[src/rtl/brick_game_pkg.sv]
// Shared types and constants for the brick-breaker game sequencer.
package brick_game_pkg;

    typedef enum logic [2:0] {
        IDLE  = 3'd0,
        SERVE = 3'd1,
        PLAY  = 3'd2,
        LOSE  = 3'd3,
        WIN   = 3'd4
    } game_state_e;

    localparam int BONUS_STEP = 100;

    // Bits needed to hold a lives count of 0..max_lives.
    function automatic int lives_width(input int max_lives);
        return (max_lives < 1) ? 1 : $clog2(max_lives + 1);
    endfunction

endpackage

[src/rtl/brick_score_acc.sv]
// Score accumulator: counts bricks cleared this cycle, weights them by (level+1)
// and adds to the running score, saturating at all-ones.
module brick_score_acc #(
    parameter int NUM_BRICKS = 6,
    parameter int SCORE_W    = 12
) (
    input  logic [NUM_BRICKS-1:0] cleared,
    input  logic [2:0]            level,
    input  logic [SCORE_W-1:0]    score_in,
    output logic [SCORE_W-1:0]    score_out
);
    localparam int CW = $clog2(NUM_BRICKS + 1);
    localparam int AW = SCORE_W + 4;

    logic [CW-1:0] cnt;
    logic [3:0]    weight;
    logic [AW-1:0] sum;

    always_comb begin
        cnt = '0;
        for (int i = 0; i < NUM_BRICKS; i++) begin
            cnt = cnt + CW'(cleared[i]);
        end
        weight = {1'b0, level} + 4'd1;
        sum    = AW'(score_in) + AW'(cnt) * AW'(weight);
        if (sum > AW'({SCORE_W{1'b1}})) begin
            score_out = '1;
        end else begin
            score_out = sum[SCORE_W-1:0];
        end
    end

endmodule

[src/rtl/brick_game_ctrl.sv]
// Game sequencer for brick-breaker: lives, levels, scoring, serve timing, restart.
// Optional bonus lives enabled by defining BRICK_BONUS_LIFE_EN.
module brick_game_ctrl
    import brick_game_pkg::*;
#(
    parameter int NUM_BRICKS  = 6,
    parameter int MAX_LIVES   = 3,
    parameter int NUM_LEVELS  = 3,
    parameter int SERVE_DELAY = 25000000,
    parameter int SCORE_W     = 12
) (
    input  logic                  clk,
    input  logic                  rst,
    input  logic                  start_n,
    input  logic [NUM_BRICKS-1:0] brick_exist,
    input  logic [NUM_BRICKS-1:0] brick_death_zone,
    input  logic                  ball_lost,
    output logic                  play_en,
    output logic                  ball_serve,
    output logic                  field_reset,
    output logic [2:0]            lives,
    output logic [2:0]            level,
    output logic [SCORE_W-1:0]    score,
    output logic                  game_over,
    output logic                  victory,
    output logic [2:0]            state
);
    localparam int LW    = lives_width(MAX_LIVES);
    localparam int CNT_W = (SERVE_DELAY > 1) ? $clog2(SERVE_DELAY) : 1;

    game_state_e           state_q, state_d;
    logic [CNT_W-1:0]      cnt_q, cnt_d;
    logic [LW-1:0]         lives_q, lives_d;
    logic [2:0]            level_q, level_d;
    logic [SCORE_W-1:0]    score_q, score_d;
    logic                  start_prev_q;
    logic [NUM_BRICKS-1:0] prev_exist_q;
    logic                  play_en_q, play_en_d;
    logic                  ball_serve_q, ball_serve_d;
    logic                  field_reset_q, field_reset_d;
    logic                  game_over_q, game_over_d;
    logic                  victory_q, victory_d;

    logic                  start_press;
    logic [NUM_BRICKS-1:0] cleared;
    logic [SCORE_W-1:0]    score_upd;

    // Only falling exist bits seen during PLAY score; respawns are rising edges.
    assign start_press = start_prev_q & ~start_n;
    assign cleared     = (state_q == PLAY) ? (prev_exist_q & ~brick_exist) : '0;

    brick_score_acc #(
        .NUM_BRICKS(NUM_BRICKS),
        .SCORE_W   (SCORE_W)
    ) u_score_acc (
        .cleared  (cleared),
        .level    (level_q),
        .score_in (score_q),
        .score_out(score_upd)
    );

    always_comb begin
        state_d       = state_q;
        cnt_d         = '0;
        lives_d       = lives_q;
        level_d       = level_q;
        score_d       = score_upd;
        ball_serve_d  = 1'b0;
        field_reset_d = 1'b0;
        case (state_q)
            IDLE: begin
                if (start_press) begin
                    state_d       = SERVE;
                    field_reset_d = 1'b1;
                end
            end
            SERVE: begin
                if (cnt_q == CNT_W'(SERVE_DELAY - 1)) begin
                    state_d      = PLAY;
                    ball_serve_d = 1'b1;
                end else begin
                    cnt_d = cnt_q + 1'b1;
                end
            end
            PLAY: begin
                if (|brick_death_zone) begin
                    state_d = LOSE;
                end else if (ball_lost) begin
                    if (lives_q == LW'(1)) begin
                        lives_d = '0;
                        state_d = LOSE;
                    end else begin
                        lives_d = lives_q - 1'b1;
                        state_d = SERVE;
                    end
                end else if (brick_exist == '0) begin
                    if (level_q == 3'(NUM_LEVELS - 1)) begin
                        state_d = WIN;
                    end else begin
                        level_d       = level_q + 3'd1;
                        field_reset_d = 1'b1;
                        state_d       = SERVE;
                    end
                end
            end
            LOSE, WIN: begin
                if (start_press) begin
                    field_reset_d = 1'b1;
                    lives_d       = LW'(MAX_LIVES);
                    level_d       = '0;
                    score_d       = '0;
                    state_d       = SERVE;
                end
            end
            default: state_d = IDLE;
        endcase
`ifdef BRICK_BONUS_LIFE_EN
        // One bonus life per threshold crossing, never in a cycle that loses a life.
        if ((state_q == PLAY) && !((~|brick_death_zone) && ball_lost) &&
            ((int'(score_upd) / BONUS_STEP) != (int'(score_q) / BONUS_STEP)) &&
            (lives_d < LW'(MAX_LIVES))) begin
            lives_d = lives_d + 1'b1;
        end
`endif
        play_en_d   = (state_d == PLAY);
        game_over_d = (state_d == LOSE);
        victory_d   = (state_d == WIN);
    end

    always_ff @(posedge clk or posedge rst) begin
        if (rst) begin
            state_q       <= IDLE;
            cnt_q         <= '0;
            lives_q       <= LW'(MAX_LIVES);
            level_q       <= '0;
            score_q       <= '0;
            start_prev_q  <= 1'b1;
            prev_exist_q  <= '1;
            play_en_q     <= 1'b0;
            ball_serve_q  <= 1'b0;
            field_reset_q <= 1'b0;
            game_over_q   <= 1'b0;
            victory_q     <= 1'b0;
        end else begin
            state_q       <= state_d;
            cnt_q         <= cnt_d;
            lives_q       <= lives_d;
            level_q       <= level_d;
            score_q       <= score_d;
            start_prev_q  <= start_n;
            prev_exist_q  <= brick_exist;
            play_en_q     <= play_en_d;
            ball_serve_q  <= ball_serve_d;
            field_reset_q <= field_reset_d;
            game_over_q   <= game_over_d;
            victory_q     <= victory_d;
        end
    end

    assign play_en     = play_en_q;
    assign ball_serve  = ball_serve_q;
    assign field_reset = field_reset_q;
    assign lives       = 3'(lives_q);
    assign level       = level_q;
    assign score       = score_q;
    assign game_over   = game_over_q;
    assign victory     = victory_q;
    assign state       = state_q;

endmodule

[config.mk]
export PLATFORM = sky130hd
export DESIGN_NAME = brick_game_ctrl
export DESIGN_NICKNAME = d
export VERILOG_FILES = /design/src/rtl/brick_game_pkg.sv /design/src/rtl/brick_score_acc.sv /design/src/rtl/brick_game_ctrl.sv
export SDC_FILE = /design/constraint.sdc
export NUM_CORES = 1
export LEC_CHECK = 0
export ABC_CLOCK_PERIOD_IN_PS = 6800
export BUFFER_PORTS_ARGS = -buffer_cell sky130_fd_sc_hd__buf_2
export CORE_MARGIN = 3
export CORE_UTILIZATION = 50
export DETAILED_ROUTE_END_ITERATION = 12
export GPL_ROUTABILITY_DRIVEN = 0
export PLACE_DENSITY = 0.7
export SLEW_MARGIN = 30
export SYNTH_ARGS = -nofsm -noshare
export SYNTH_HDL_FRONTEND = slang
export SYNTH_HIERARCHICAL = 1
export SYNTH_SLANG_ARGS = --single-unit
[constraint.sdc]
create_clock -name clk -period 6.8 [get_ports clk]
set_input_delay 1.7 -clock clk [delete_from_list [all_inputs] [get_ports clk]]
set_output_delay 1.7 -clock clk [all_outputs]
set_load 0.005 [all_outputs]
## After elaboration in Yosys (flattened, before gate mapping)

Cells that the tools add are included.

- Add/subtract/negate cells: 10
- Multiply operators: 1
- Divide/modulo/power cells: 0
- Order comparisons: 1
- Equality and inequality tests: 16
- Shifts and indexed selects: 0
- Muxes and demuxes: 33
- Bitwise gates (word level): 4
- Reductions and logical operators: 8

Operators with widths:

| operator | count |
|---|---|
| 2-to-1 mux 25 bit | 2 |
| 2-to-1 mux 12 bit | 3 |
| 2-to-1 mux 3 bit | 11 |
| adder 25 x 1 -> 25 bit (second input constant) | 1 |
| == test 25 bit (second input constant) | 1 |
| > comparator 16 x 12 -> 1 bit (second input constant) | 1 |
| == test 3 x 2 -> 1 bit (second input constant) | 5 |
| adder 12 x 7 -> 13 bit | 1 |
| adder 3 x 1 -> 3 bit | 4 |
| 2-to-1 mux 2 bit | 5 |
| != test 2 bit (second input constant) | 5 |
| one-hot mux 3 bit (3 select lines) | 1 |
| multiplier 3 x 4 -> 7 bit | 1 |
| 2-to-1 mux 1 bit | 7 |
| bitwise AND 6 bit | 1 |
| == test 3 bit (second input constant) | 2 |
| logical NOT 6 bit | 1 |
| 2-to-1 mux 6 bit | 1 |
| NOT 6 bit | 1 |
| one-hot mux 3 bit (2 select lines) | 1 |
| AND reduction 6 bit | 1 |
| OR reduction 6 bit | 1 |
| adder 3 x 1 -> 4 bit (second input constant) | 1 |
| one-hot mux 2 bit (2 select lines) | 1 |
| 14 further kinds | 14 |

- Flip-flop bits (word level): 57
- Bits in latches: 0
- Bits in writable memories: 0
- ROM bits: 0
- Bits of input ports: 16
- Output and inout bits: 26
- Logic and storage cells: 85
- Memories kept: 0

## Longest topological paths before layout

Gate-level depths: netlist (run 1).

- Depth after elaboration: 14
- Depth in mapped cells: 21
- Depth with buffers taken out: 19

## Modules after synthesis

The synthesis (run 1) kept the hierarchy.

Modules (own cells, without submodules):

| module | times used | cells each | area each (um2) | seq. area each (um2) |
|---|---|---|---|---|
| brick_game_ctrl | 1 | 251 | 2688.8 | 1437.6 |
| brick_score_acc | 1 | 104 | 828.3 | 0.0 |

## Least setup slack after synthesis (run 1)

OpenSTA, ideal clock, no wires.

- Path kind: in2reg
- Start: input port brick_exist[1]
- End: register score_q[10], in the netlist score[10]
- Library setup time: 119 ps
- Data arrival time: 5947 ps
- Data required time: 6681 ps
- Slack: 734 ps
- Cell stages on the path: 18
- Buffers on the path: 0
- Path through: nor3b_1 > fa_1 > inv_1 > fa_1 > inv_1 > ha_1 > fa_1 > and2_1 > fa_1 > inv_1 > fa_1 > inv_1 > ha_1 > a211oi_1 > o211ai_2 > o211ai_1 > mux2_1 > and2_1

- Longest elaborated chain between the ends: 14

Ends and longest elaborated chain:

| what | RTL line | RTL |
|---|---|---|
| start, declared | brick_game_ctrl.sv:15 | `input logic [NUM_BRICKS-1:0] brick_exist,` |
| NOT 6 bit (*) | brick_game_ctrl.sv:50 | `assign cleared = (state_q == PLAY) ? (prev_exist_q & ~brick_exist) : '0;` |
| bitwise AND 6 bit (*) | brick_game_ctrl.sv:50 |  |
| 2-to-1 mux 6 bit (*) | brick_game_ctrl.sv:50 |  |
| adder 1 x 1 -> 2 bit (*) | brick_score_acc.sv:22 | `cnt = cnt + CW'(cleared[i]);` |
| adder 3 x 1 -> 3 bit (*) (4 in series) | brick_score_acc.sv:22 |  |
| multiplier 3 x 4 -> 7 bit (*) | brick_score_acc.sv:25 | `sum = AW'(score_in) + AW'(cnt) * AW'(weight);` |
| adder 12 x 7 -> 13 bit (*) | brick_score_acc.sv:25 |  |
| > comparator 16 x 12 -> 1 bit | brick_score_acc.sv:26 | `if (sum > AW'({SCORE_W{1'b1}})) begin` |
| 2-to-1 mux 12 bit (*) | brick_score_acc.sv:26 |  |
| named net score_upd[10] | brick_game_ctrl.sv:46 | `logic [SCORE_W-1:0] score_upd;` |
| 2-to-1 mux 12 bit | brick_game_ctrl.sv:107 | `if (start_press) begin` |
| 2-to-1 mux 12 bit (*) | brick_game_ctrl.sv:70 | `case (state_q)` |
| named net score_d[10] | brick_game_ctrl.sv:35 | `logic [SCORE_W-1:0] score_q, score_d;` |
| end signal, assigned | brick_game_ctrl.sv:149 | `score_q <= score_d;` |
| end, declared | brick_game_ctrl.sv:35 |  |

Mark *: on every way through the listed nets, which the timed path passes. The rest lies on a longest branch.
A chain may end at the register's enable or synchronous reset.

## Worst setup path in the final report (run 1)

- Start: input port brick_exist[1]
- End: register score_q[8], in the netlist score[8]

- Longest elaborated chain between the ends: 14

Ends and longest elaborated chain:

| what | RTL line | RTL |
|---|---|---|
| NOT 6 bit (*) | brick_game_ctrl.sv:50 |  |
| bitwise AND 6 bit (*) | brick_game_ctrl.sv:50 |  |
| 2-to-1 mux 6 bit (*) | brick_game_ctrl.sv:50 |  |
| named net cleared[1] | brick_game_ctrl.sv:45 | `logic [NUM_BRICKS-1:0] cleared;` |
| adder 1 x 1 -> 2 bit (*) | brick_score_acc.sv:22 |  |
| adder 3 x 1 -> 3 bit (*) (4 in series) | brick_score_acc.sv:22 |  |
| multiplier 3 x 4 -> 7 bit (*) | brick_score_acc.sv:25 |  |
| adder 12 x 7 -> 13 bit (*) | brick_score_acc.sv:25 |  |
| > comparator 16 x 12 -> 1 bit | brick_score_acc.sv:26 |  |
| 2-to-1 mux 12 bit (*) | brick_score_acc.sv:26 |  |
| named net score_upd[8] | brick_game_ctrl.sv:46 |  |
| 2-to-1 mux 12 bit | brick_game_ctrl.sv:107 |  |
| 2-to-1 mux 12 bit (*) | brick_game_ctrl.sv:70 |  |
| named net score_d[8] | brick_game_ctrl.sv:35 |  |

Marks and branches as above.

==> out/results.txt, run 1 <==
Final hold slack = 465.7 ps
Adder-Cell Fraction of Synth Area = 11.38%
Hpwl dp = 5.138 mm
Ys async rst share = 100.0%
Drt total wl = 7.122 mm
Slew margin rel. = 52.08%
Run status = complete, no violations
Commonest non-fill, non-tap cell in the layout = dfrtp_1
Required time worst endpoint = 7020 ps
DIE AREA = 0.008077 sq mm
Area grow syn2layout = 13.30%
Residual DRC = 0
Largest net degree at the start of global routing = 58
Worst-path cell chain = buf_2 -> nor3b_1 -> fa_1 -> inv_1 -> fa_1 -> inv_1 -> ha_1 -> fa_1 -> and2_1 -> fa_1 -> inv_1 -> fa_1 -> inv_1 -> ha_1 -> a211oi_1 -> o211ai_2 -> o211ai_1 -> mux2_1 -> and2_1
Critical Setup Path Class = in2reg
Post-route minimum period = 6194 ps
Initial DRC count = 120
Global-route wire length before repair = 12.43 mm
CP max FO = 4
Max Transition Viols Final = 0
Prevailing post-synth register cell = dfrtp_1
Clock Skews = 16.06 ps
Clock tree buffer depth = 2
Hold-fix buffers, CTS = 0
Syn_nets = 397
GRT Util Overall = 18.51%
Row count = 29
Worst r2r src = state[1]
Input/output buffers = 40
Die Ht = 89.87 um
Hold_sp = cnt_q[0]
Setup bufs post-CTS = 0
Max IR drop VDD = 0.09952 mV
Cells after Synth = 355
Core Footprint = 0.006568 sq mm
Starting Density = 53.55%
Crit path arrival time = 6410 ps
DR pass1 iterations = 5
TritonCTS clock tree = built
Layout cell share with drive strength beyond 1 = 20.95%
Multiplexer share of the synthesized area = 2.099%
Gr ovfl total = 0
Fin nets = 438
CTS H-tree lvls = 3
CP Capture Type = flip-flop
Clock sink count = 57
Compound-Gate Fraction of Synth Area = 12.70%
Crit path launch type = input port
HP Class = reg2reg
Vias in the first global route = 2679
Fmax = 0.1614 GHz
R2r endpoint = score[8]
CP most frequent cell = fa_1
Hold endpoint = cnt_q[0]
I/O pin count = 42
# setup viols final = 0
Commonest cells after routing, fill and taps aside = dfrtp_1, buf_2, inv_1
Filler cells = 577
Total number of vias = 2731
Avg Vias per Cell = 5.528
Worst slew pin tran = 718.7 ps
R2R cell count = 19
Slowest Stage Delay on Critical Path = 500 ps
Clock-pin slew on the worst setup and hold paths = 70 ps
Initial antenna violation count = 0
Syn_area_per_cell = 9.907 sq um
Synth cell types = 55
DR WL/cell = 14.42 um
P per Cell Area = 192.9 mW/mm^2
Root buf cell = clkbuf_8
Setup TNS = 0 ps
Fin crit share = 91.09%
Yosys warns = 6
Finished Layout Cells = 494
Leakage dissipation = 1.910 nW
Largest family of logic cells by synthesized area = simple AND/OR/NAND/NOR gates
RSZ-0062 raised after global routing = no
Final Hold Vio Count = 0
Later-pin clock latency in the skew report = 340 ps
Max-cap violations = 0
ANT cells = 0
Post-synth EDFFs = 0
Flop-to-flop setup slack = 990 ps
Sequential-to-total area share from yosys stat = 40.88%
Routed Antenna Nets = 0
Cell Area, Synth = 0.003517 sq mm
Post-CTS Resized = 0
Post-synthesis xor/xnor area fraction = 3.984%
Placed insts = 477
#FFs+latches synth = 57
Slowest-stage cell, CP = fa_1
Worst hold path cell count = 1
Die X = 89.87 um
Simple-Gate Fraction of Synth Area = 23.69%
Num CTS Buffers = 9
==> metal layers <==
layer  GRT usage [%]  wire length, um  share of wire (%)  up-vias
met3           3.923              381                5.3       12
met1           26.18             3401                 48     1317
met5               0                0                  0        -
met2           27.63             3215                 45       62
met4           7.908              124                1.7        0
li1                -                -                  -     1340
==> per-stage QoR <==
stage	worst slack [ps]	util (%)	power, mW	instance area, sq um
after floorplan	733.7	-	0.4355	3517
after global placement	409.9	57.50	0.4533	3776
after detailed placement	250.7	57.55	0.4581	3780
after CTS	587.6	60.51	0.7710	3974
after global routing	381.7	60.68	0.7997	3985
final	605.7	60.68	0.7689	3985
==> worst max-delay path: cells and delay by family <==
kind,cells,cell delay [ps]
muxes,1,330
and+or+nand+nor,3,590
buffers and inverters,5,350
AOI/OAI and AO/OA,3,680
adders and majority gates,7,2730
==> cells in the mapped netlist, types with 3 or more instances <==
cell / number / area share [%]
nand4_1: 8 / 1.4
and2_1: 24 / 4.3
dfstp_2: 9 / 6.7
o211ai_2: 3 / 1.1
and4_1: 7 / 1.7
a21oi_1: 17 / 2.4
nand2_1: 25 / 2.7
and3_1: 6 / 1.1
fa_1: 10 / 5.7
dfrtp_1: 48 / 34
o31ai_1: 8 / 1.7
o211ai_1: 3 / 0.64
o21ai_0: 10 / 1.4
inv_1: 31 / 3.3
ha_1: 16 / 5.7
clkbuf_1: 8 / 0.85
a31oi_1: 3 / 0.53
xnor2_1: 7 / 1.7
nor2b_1: 3 / 0.53
or4_1: 7 / 1.5
mux2i_1: 4 / 1.1
xor2_1: 9 / 2.2
nor2_1: 14 / 1.5
nand3_1: 13 / 1.8
nand2b_1: 9 / 1.6
or3_1: 6 / 1.1
nor3b_1: 7 / 1.5
==> cell type report <==
type,instances,area (sq um),area share [%]
tap,93,116.4,2.920
clock buffer,9,123.9,3.108
clock inverter,7,70.07,1.758
inverter,31,116.4,2.920
sequential,57,1438,36.08
timing repair buffer,42,219.0,5.495
multi-input combinational,255,1902,47.72
==> registers in the layout (all words and copies together), names as in the netlist, 2 cells and up <==
signal	cells
state	3
lives_q	2
cnt_q	25
score	12
prev_exist_q	6
level	3
==> worst max path at each step <==
stage,startpoint,endpoint,cells after the start
6_report,brick_exist[1],score[8],19
5_1_grt,brick_exist[1],score[8],19
4_1_cts,brick_exist[1],score[10],19
3_5_place_dp,brick_exist[1],score[10],19
3_3_place_gp,brick_exist[1],score[8],19
2_1_floorplan,brick_exist[1],score[10],18
==> kinds of logic (layout without fill, tap and decap cells) <==
group / count (synthesis) / in the layout
simple gates: 142 / 142
compound gates: 63 / 63
flops: 57 / 57
buf+inv: 43 / 89
fa+ha+maj: 26 / 26
xor+xnor: 16 / 16
mux: 7 / 7
other cells: 1 / 1
==> where the power goes <==
group / total (mW) / internal (mW) / leakage (nW) / switching [mW]
Sequential: 0.376 / 0.360 / 0.733 / 0.0160
Combinational: 0.0762 / 0.0290 / 1.08 / 0.0471
Clock: 0.317 / 0.169 / 0.0994 / 0.148
No activity file was read; power rests on OpenSTA's default activity.
==> inputs of run 2 (changes only) <==
--- a/config.mk
+++ b/config.mk
@@ -11,7 +11,7 @@
 export CORE_UTILIZATION = 50
 export DETAILED_ROUTE_END_ITERATION = 12
 export GPL_ROUTABILITY_DRIVEN = 0
-export PLACE_DENSITY = 0.7
+export PLACE_DENSITY = 0.67
 export SLEW_MARGIN = 30
 export SYNTH_ARGS = -nofsm -noshare
 export SYNTH_HDL_FRONTEND = slang
==> run 2 against run 1 <==
  * Design area rose by 1.2%
  * Utilization increased by 0.74 points
  * Maximum frequency grew 0.99%
  * Non-clock buffer count unchanged
  * Clock power up 20%
  * Critical path type unchanged
  * Setup slack improved by 61 ps
==> out/results.txt, run 2 (synthesis gave the netlist of run 1 again) <==
CP Capture Type = flip-flop
Initial DRC count = 113 (-5.8%)
Global-route wire length before repair = 12.90 mm (+3.8%)
R2r endpoint = score[10]
CP max FO = 4 (unchanged)
Sequential Power Share = 44.9% (-4.0 points)
Commonest cells after routing, fill and taps aside = dfrtp_1, buf_2, inv_1
Avg Vias per Cell = 5.474 (-0.99%)
Required time worst endpoint = 7030 ps (about the same)
Initial antenna violation count = 0 (unchanged)
Bufs and invs on worst path = 5 (unchanged)
GRT Max-Usage Layer = met2
ANT cells = 0 (unchanged)
Top reg by flops = cnt_q
Clock share of power = 45.6% (+4.4 points)
Clock Skews = 5.115 ps (-10.95 ps)
Filler cells = 559 (-3.1%)
Max-cap violations = 0 (unchanged)
Setup TNS = 0 ps (unchanged)
Slowest-stage cell, CP = fa_1
Crit path launch type = input port
Sw power = 0.2075 mW (-1.5%)
Final Hold Vio Count = 0 (unchanged)
DIE AREA = 0.008077 sq mm (unchanged)
Max reg flops = 25 (unchanged)
Starting Density = 53.55% (unchanged)
Clock-pin slew on the worst setup and hold paths = 70 ps (about the same)
Routed Antenna Nets = 0 (unchanged)
R2R cell count = 19 (unchanged)
Met1 Use GR = 27.03% (+0.85 points)
P per Cell Area = 206.8 mW/mm^2 (+7.2%)
Hold-fix buffers, CTS = 0 (unchanged)
Drt total wl = 7.348 mm (+3.2%)
Hpwl dp = 5.091 mm (-0.91%)
Max IR drop VDD = 0.1178 mV (+18%)
# setup viols final = 0 (unchanged)
Run status = complete, no violations
Gr ovfl total = 0 (unchanged)
Layout cell share with drive strength beyond 1 = 20.95% (unchanged)
GRT Util Overall = 19.32% (+0.81 points)
Clock sink count = 57 (unchanged)
Setup bufs post-CTS = 0 (unchanged)
Leakage dissipation = 1.934 nW (+1.3%)
Met3 usage = 3.005% (-0.92 points)
Met2 Use GR = 30.01% (+2.4 points)
Logic gate share of total power = 9.4% (-0.5 points)
TritonCTS clock tree = built
Hold endpoint = cnt_q[0]
Total number of vias = 2704 (-0.99%)
Root buf cell = clkbuf_8
Area grow syn2layout = 14.69%
Flop-to-flop setup slack = 1030 ps (+40 ps)
Fmax = 0.1630 GHz (+0.99%)
Slew margin rel. = 51.50% (-0.58 points)
Clock tree buffer depth = 2 (unchanged)
Num CTS Buffers = 9 (unchanged)
Die X = 89.87 um (unchanged)
Fin nets = 438 (unchanged)
I/O pin count = 42 (unchanged)
Worst slew pin tran = 727.4 ps (+8.717 ps)
CP most frequent cell = fa_1
Worst-path cell chain = buf_2 -> nor3b_1 -> fa_1 -> inv_1 -> fa_1 -> inv_1 -> ha_1 -> fa_1 -> and2_1 -> fa_1 -> inv_1 -> fa_1 -> inv_1 -> ha_1 -> a211oi_1 -> o211ai_2 -> o211ai_1 -> mux2_1 -> and2_1
Post-Place Worst Slack = 352.5 ps (+101.8 ps)
Max Transition Viols Final = 0 (unchanged)
Slack of the critical path = 666.4 ps (+60.72 ps)
Vias in the first global route = 2765 (+3.2%)
Post-CTS Resized = 0 (unchanged)
CP top delay family = adder cells
Worst r2r src = state[1]
HP Class = reg2reg
Core Footprint = 0.006568 sq mm (unchanged)
Net Sw Frac = 24.88% (-2.5 points)
Post-route minimum period = 6134 ps (-60.72 ps)
Cell Area, Placed = 0.003780 sq mm (unchanged)
Critical Setup Path Class = in2reg
Post-Layout Inst Area = 0.004034 sq mm (+1.2%)
Slowest Stage Delay on Critical Path = 500 ps (about the same)
Int Power = 0.6268 mW (+12%)
Row count = 29 (unchanged)
Commonest non-fill, non-tap cell in the layout = dfrtp_1
CTS H-tree lvls = 3 (unchanged)
Crit path arrival time = 6360 ps (-50 ps)
Residual DRC = 0 (unchanged)
Die Ht = 89.87 um (unchanged)
Fin crit share = 90.20% (-0.89 points)
DR WL/cell = 14.87 um (+3.2%)
Worst hold path cell count = 1 (unchanged)
Hold_sp = cnt_q[0]
RSZ-0062 raised after global routing = no
Largest net degree at the start of global routing = 58 (unchanged)
Input/output buffers = 40 (unchanged)
DR pass1 iterations = 4 (-1)
Later-pin clock latency in the skew report = 340 ps (about the same)
==> run 2: changes by cell type in the layout (fill, tap and decap cells not counted), sizes merged <==
cell,delta
clkinv,-2
bufinv,+1
clkbuf,+3
inv,-1
clkinvlp,-1
==> run 2: power by group through the flow <==
stage,Combinational (mW),Sequential [mW],Clock [mW]
floorplan,0.0569,0.379,0
global placement,0.0736,0.380,0
detailed placement,0.0761,0.381,0
CTS,0.0764,0.375,0.388
global route,0.0902,0.379,0.405
finish,0.0786,0.375,0.381
==> run 2: worst max-delay path by stage <==
stage,startpoint,depth (start not counted),endpoint
2_1_floorplan,brick_exist[1],18,score[10]
3_3_place_gp,brick_exist[3],19,score[8]
3_5_place_dp,brick_exist[0],19,score[8]
4_1_cts,brick_exist[0],19,score[10]
5_1_grt,brick_exist[0],19,score[10]
6_report,brick_exist[0],19,score[10]
==> run 2: stage by stage <==
step	utilization (%)	cells	total power, mW	hold slack (ps)
final	61.42	494	0.8343	461.8
after global placement	57.50	477	0.4539	441.6
after global routing	61.42	494	0.8736	515.5
after floorplan	-	355	0.4355	422.1
after CTS	61.19	493	0.8388	467.1
after detailed placement	57.55	477	0.4573	458.1
==> run 2: layout make-up <==
type                       instances  area (sq um)  area share (%)
sequential                        57          1438           35.64
clock buffer                      12         165.2           4.094
inverter                          31         116.4           2.885
clock inverter                     4         73.82           1.830
timing repair buffer              42         222.7           5.521
multi-input combinational        255          1902           47.15
tap                               93         116.4           2.885
==> run 2: per-layer routing <==
layer,routed length (um),part of all wire [%]
met1,3557,48
met2,3397,46
met3,290,3.9
met4,103,1.4
met5,0,0
